**src/rtl/pong_pkg.sv**
```systemverilog
// pong_pkg: shared geometry, speeds, colours and state encodings for the Pong pixel generator.
package pong_pkg;
  typedef enum logic [1:0] {IDLE = 2'd0, PLAY = 2'd1, MISS = 2'd2} state_t;
  typedef struct packed {
    logic [3:0] r;
    logic [3:0] g;
    logic [3:0] b;
  } rgb_t;
  localparam logic [15:0] WALL_L   = 16'd32;
  localparam logic [15:0] WALL_R   = 16'd39;
  localparam logic [15:0] PAD_L    = 16'd760;
  localparam logic [15:0] PAD_R    = 16'd767;
  localparam logic [15:0] PAD_EXT  = 16'd95;
  localparam logic [15:0] BALL_EXT = 16'd7;
  localparam logic [9:0]  BALL_X0  = 10'd396;
  localparam logic [9:0]  BALL_Y0  = 10'd296;
  localparam logic [9:0]  PAD_Y0   = 10'd252;
  localparam logic [9:0]  PAD_MAX  = 10'd504;
  localparam logic [9:0]  PAD_STEP = 10'd4;
  localparam logic [9:0]  SPEED    = 10'd2;
  localparam logic [9:0]  Y_TOP    = 10'd2;
  localparam logic [9:0]  Y_BOT    = 10'd590;
  localparam logic [9:0]  X_LEFT   = 10'd40;
  localparam logic [9:0]  X_MISS   = 10'd792;
  localparam rgb_t C_BLACK = 12'h000;
  localparam rgb_t C_BLUE  = 12'h00F;
  localparam rgb_t C_GREEN = 12'h0F0;
  localparam rgb_t C_RED   = 12'hF00;
endpackage

```
**src/rtl/pong_pixel_gen_frame_tick.sv**
```systemverilog
// frame_tick_gen: one-clk pulse on each Vsync rising edge, suppressed in the first cycle after reset.
module frame_tick_gen (
  input  logic clk,
  input  logic reset,
  input  logic Vsync,
  output logic frame_tick
);
  logic vs_q, armed;
  always_ff @(posedge clk or posedge reset)
    if (reset) begin
      vs_q  <= 1'b0;
      armed <= 1'b0;
    end else begin
      vs_q  <= Vsync;
      armed <= 1'b1;
    end
  // armed blocks a false edge when Vsync is already high as reset releases
  assign frame_tick = Vsync & ~vs_q & armed;
endmodule

```
**src/rtl/pong_pixel_gen.sv**
```systemverilog
// pong_pixel_gen: Pong game state (paddle, ball, score) updated per frame, plus registered pixel colour.
module pong_pixel_gen
  import pong_pkg::*;
(
  input  logic        clk,
  input  logic        reset,
  input  logic        video_on,
  input  logic [15:0] pixel_x,
  input  logic [15:0] pixel_y,
  input  logic        Vsync,
  input  logic        btn_up,
  input  logic        btn_down,
  output logic [3:0]  Red,
  output logic [3:0]  Green,
  output logic [3:0]  Blue,
  output logic [7:0]  score
);
  logic        frame_tick;
  state_t      state, next_state;
  logic [9:0]  ball_x, ball_y, paddle_y, bx_n, by_n, pad_n, bx_mv, by_mv;
  logic        dx_neg, dy_neg, dxn_n, dyn_n, hit, play, restart;
  logic [5:0]  miss_cnt;
  logic [15:0] bx, by, py;
  logic        wall_px, pad_px, ball_px;
  rgb_t        pix;

  frame_tick_gen u_tick (.clk(clk), .reset(reset), .Vsync(Vsync), .frame_tick(frame_tick));

  assign bx = {6'd0, ball_x};
  assign by = {6'd0, ball_y};
  assign py = {6'd0, paddle_y};

  always_ff @(posedge clk or posedge reset)
    if (reset) state <= IDLE;
    else if (frame_tick) state <= next_state;

  always_comb begin
    next_state = state == IDLE ? ((btn_up || btn_down) ? PLAY : IDLE)
               : state == PLAY ? ((bx_mv > X_MISS) ? MISS : PLAY)
               : (miss_cnt == 6'd63) ? IDLE : MISS;
  end

  // velocity is decided from the current position, then the move uses the new velocity
  always_comb begin
    play    = state == PLAY;
    restart = state == IDLE || (state == MISS && miss_cnt == 6'd63);
    hit     = bx + BALL_EXT >= PAD_L && bx + BALL_EXT <= PAD_R && by + BALL_EXT >= py && by <= py + PAD_EXT;
    dyn_n   = ball_y <= Y_TOP ? 1'b0 : ball_y >= Y_BOT ? 1'b1 : dy_neg;
    dxn_n   = hit ? 1'b1 : ball_x <= X_LEFT ? 1'b0 : dx_neg;
    bx_mv   = dxn_n ? ball_x - SPEED : ball_x + SPEED;
    by_mv   = dyn_n ? ball_y - SPEED : ball_y + SPEED;
    bx_n    = play ? bx_mv : restart ? BALL_X0 : ball_x;
    by_n    = play ? by_mv : restart ? BALL_Y0 : ball_y;
    pad_n   = (btn_up && !btn_down) ? (paddle_y < PAD_STEP ? 10'd0 : paddle_y - PAD_STEP)
            : (btn_down && !btn_up) ? (paddle_y > PAD_MAX - PAD_STEP ? PAD_MAX : paddle_y + PAD_STEP)
            : paddle_y;
  end

  always_ff @(posedge clk or posedge reset)
    if (reset) begin
      ball_x   <= BALL_X0;
      ball_y   <= BALL_Y0;
      dx_neg   <= 1'b0;
      dy_neg   <= 1'b0;
      paddle_y <= PAD_Y0;
      score    <= 8'd0;
      miss_cnt <= 6'd0;
    end else if (frame_tick) begin
      ball_x   <= bx_n;
      ball_y   <= by_n;
      dx_neg   <= play ? dxn_n : restart ? 1'b0 : dx_neg;
      dy_neg   <= play ? dyn_n : restart ? 1'b0 : dy_neg;
      paddle_y <= pad_n;
      miss_cnt <= state == MISS ? miss_cnt + 6'd1 : 6'd0;
      if (play && hit) score <= score + 8'd1;
    end

  always_comb begin
    wall_px = pixel_x >= WALL_L && pixel_x <= WALL_R;
    pad_px  = pixel_x >= PAD_L && pixel_x <= PAD_R && pixel_y >= py && pixel_y <= py + PAD_EXT;
    ball_px = pixel_x >= bx && pixel_x <= bx + BALL_EXT && pixel_y >= by && pixel_y <= by + BALL_EXT;
    pix     = !video_on ? C_BLACK : wall_px ? C_BLUE : pad_px ? C_GREEN : ball_px ? C_RED : C_BLACK;
  end

  always_ff @(posedge clk or posedge reset)
    if (reset) {Red, Green, Blue} <= 12'h000;
    else {Red, Green, Blue} <= pix;
endmodule

```
**config.mk**
```make
export PLATFORM = sky130hd
export DESIGN_NAME = pong_pixel_gen
export DESIGN_NICKNAME = d
export VERILOG_FILES = /design/src/rtl/pong_pkg.sv /design/src/rtl/pong_pixel_gen_frame_tick.sv /design/src/rtl/pong_pixel_gen.sv
export SDC_FILE = /design/constraint.sdc
export NUM_CORES = 1
export LEC_CHECK = 0
export ABC_AREA = 1
export ABC_CLOCK_PERIOD_IN_PS = 7020
export CORE_MARGIN = 1.5
export CORE_UTILIZATION = 50
export DETAILED_ROUTE_END_ITERATION = 8
export PLACE_DENSITY = 0.76
export SYNTH_ARGS = -nofsm -noshare
export SYNTH_HDL_FRONTEND = slang
export SYNTH_SLANG_ARGS = --single-unit
```
**constraint.sdc**
```tcl
create_clock -name clk -period 7.02 [get_ports clk]
set_input_delay 1.053 -clock clk [delete_from_list [all_inputs] [get_ports clk]]
set_output_delay 1.053 -clock clk [all_outputs]
set_load 0.005 [all_outputs]
```
==> reports/metrics.cfg <==
[setup_path]
critPathBufInv = 1
startpoint = ball_y[1]$_DFFE_PP0P_
worstRegToRegCells = 23
cp_common_cell = nand2_1
slowest_stage = dfrtp_1
path_cells = inv_1, ha_1, nor3_1, xor2_1, ha_1, a21oi_1, o21a_1, nand2_1, nand2_1, nand2_1, nand3_2, nand2_1, ha_1, a21oi_1, nand2_1, xnor2_1, o21ai_0, nor2_1, a21oi_1, nand2_1, nand2_1, nand2_1, nand2_1
arrival_ns = 4.68
worstSetupPathDepth = 23
cp.required_ns = 7.28
r2r_setup_slack_ns = 2.60
critPathTopFamily = simple AND/OR/NAND/NOR gates
cpPeakStageDelay_ns = 0.55
end_kind = flip-flop
crit_path_max_fanout = 10
critPathCapture = state[1]$_DFFE_PP0P_
worstSetupPathType = reg2reg
worstReg2RegEnd = state[1]$_DFFE_PP0P_
critPathLaunchType = flip-flop
r2r-start = ball_y[1]$_DFFE_PP0P_

[timing]
slew_viol_final = 0
post-route-min-period_ns = 4.42
finalSetupViolCount = 0
hold_ws_ns = 0.479
slew_headroom_pct = 42.2
min_period_over_period_pct = 63.0
setup_ws_ns = 2.60
tns_ns = 0
fmaxAchievable_ghz = 0.226
finalHoldViolations = 0
skew_ns = 0.00887
rsz0062_at_grt = false
max_slew.worst_pin.slew_ns = 0.864

[global_routing]
grt_pass1_wl_mm = 24.3
grt_pass1_vias = 5240
grt_start_max_net_pins = 50
overflow = 0
grt_antenna_before_repair = 0
grt_usage_pct = 26.1

[placed_design]
dp_cells = 950
routabilityCongestion = 0.978
placed_cell_area_um2 = 6060
io_buffers = 57
dp_hpwl_mm = 11.5
pre_cts_ws_ns = 2.80

[synthesis]
synth_top_area_share_pct = 21.3
synth.distinct_cells = 46
syn_area_per_cell_um2 = 7.02
ys_warn_count = 0
syn-cell-area_um2 = 5390
synth-seq-cells = 49
synth.largest_area_cell = ha_1
syn_inst = 768
yosysSeqAreaShare_pct = 23.0
synth_area_leaders = ha_1 (21%), dfrtp_1 (17%), nand2_1 (12%)
synth_nets = 899

[die]
ios = 58
die_area_um2 = 11400
start_util_pct = 51.8
die_y_um = 107
die_w_um = 107
core_area_um2 = 10400
rows = 37

[cells_and_area]
drive_above_1_share_pct = 5.11
design_area_um2 = 6170
areaGrowthSynthToFinish_pct = 14.5
final_common_cell = nand2_1
final_core_util_pct = 59.3
final_cell_mix = nand2_1 (170), inv_1 (101), ha_1 (92), nor2_1 (78), clkdlybuf4s50_1 (57)
final-instance-count-excl-fill = 958
diodes = 0
nets = 952

[routing]
drt-wirelength-per-cell_um = 15.2
dr.pass1.iters = 5
vias = 5358
post-route-drc-count = 0
drt_iter0_drc = 397
routed_via_density = 5.59
wl_mm = 14.5
ant_nets = 0

[clocking]
post_cts_buffers = 0
clock-root-buffer = clkbuf_8
path_clk_slew_ns = 0.11
clock-sinks = 49
cts-htree-levels = 2
cts_resized = 0
cts_buffer_depth = 2
cts_tree = built
clock_latency_ns = 0.32
cts_made_buffers = 5
ctsHoldBuffers = 0

[hold_path]
min_from = score[7]$_DFFE_PP0P_
hold_class = reg2reg

[pwr]
power_density_nw_per_um2 = 323
max-vdd-ir-drop_v = 0.000130
leakagePower_nw = 3.09
total_power_mw = 1.99

[job]
drv_cap = 0

[run_status]
outcome = complete, no violations

metal layers:
| metal | share of wire, % | GRT usage (%) | wire [um] |
|---|---|---|---|
| met1 | 47 | 36.0 | 6890 |
| met2 | 46 | 43.0 | 6610 |
| met3 | 5.7 | 3.59 | 821 |
| met4 | 1.4 | 6.57 | 197 |
| met5 | 0 | 0 | 0 |
worst reg2reg max path, cell delays in order, from the launching register on:
cell     delay, ns
dfrtp_1       0.55
inv_1         0.14
ha_1          0.29
nor3_1        0.28
xor2_1        0.23
ha_1          0.28
a21oi_1       0.15
o21a_1        0.13
nand2_1       0.07
nand2_1       0.08
nand2_1       0.07
nand3_2       0.10
nand2_1       0.25
ha_1          0.46
a21oi_1       0.24
nand2_1       0.15
xnor2_1       0.17
o21ai_0       0.22
nor2_1        0.08
a21oi_1       0.14
nand2_1       0.07
nand2_1       0.08
nand2_1       0.05
nand2_1       0.06
where the power goes:
part	internal (mW)	switching, mW	total (mW)
sequential	0.377	0.144	0.521
clock	0.109	0.115	0.224
combinational	0.468	0.781	1.25
total	0.954	1.04	1.99
sequential cells by signal, summed over array words and instances, names as in the netlist:
register,flops
dx_neg,1
miss_cnt,6
score,8
Red,1
Blue,1
ball_y,9
Green,1
state,2
paddle_y,8
dy_neg,1
u_tick.armed,1
ball_x,9
u_tick.vs_q,1
synthesized netlist by cell type (all sizes together):
library cell	n
a21oi	52
o21bai	2
o2111ai	1
a21boi	1
dfstp	13
o22ai	5
clkbuf	1
a22o	1
nor4	6
nor3b	2
nor3	17
o21a	5
inv	106
dfrtp	36
conb	1
nand2	174
clkinv	1
fa	1
xnor2	7
a221oi	1
o32ai	2
nand4	15
a211oi	2
or2	2
o21ai	44
o211ai	5
xor2	18
a22oi	5
ha	92
and2	1
nor2	83
nand3b	1
o31ai	3
nand3	46
buf	11
a31oi	1
a21o	2
a32oi	1
o41ai	1
cells by family after synthesis:
kind of cell	Yosys count	share of synthesized area, %
xor+xnor	25	4.06
flops	49	23.0
compound gates	134	14.2
buf+inv	119	9.00
fa+ha+maj	93	21.7
simple gates	347	27.9
other cells	1	0.0695
area by class of cell:
type	instances	area, um^2
well taps	136	170
clock buffers	5	68.8
multi-input cells	600	3670
inverters	107	402
clock inverters	3	47.5
flip-flops and latches	49	1240
repair buffers	58	578
fillers	976	4240
worst min path at each step:
stage,to,depth (start not counted)
6_report,score[7]$_DFFE_PP0P_,1
5_1_grt,dx_neg$_DFFE_PP0P_,1
4_1_cts,score[7]$_DFFE_PP0P_,1
3_5_place_dp,score[7]$_DFFE_PP0P_,1
3_3_place_gp,score[7]$_DFFE_PP0P_,1
2_1_floorplan,score[7]$_DFFE_PP0P_,1
Note: power is estimated with default switching activity, not from simulation.
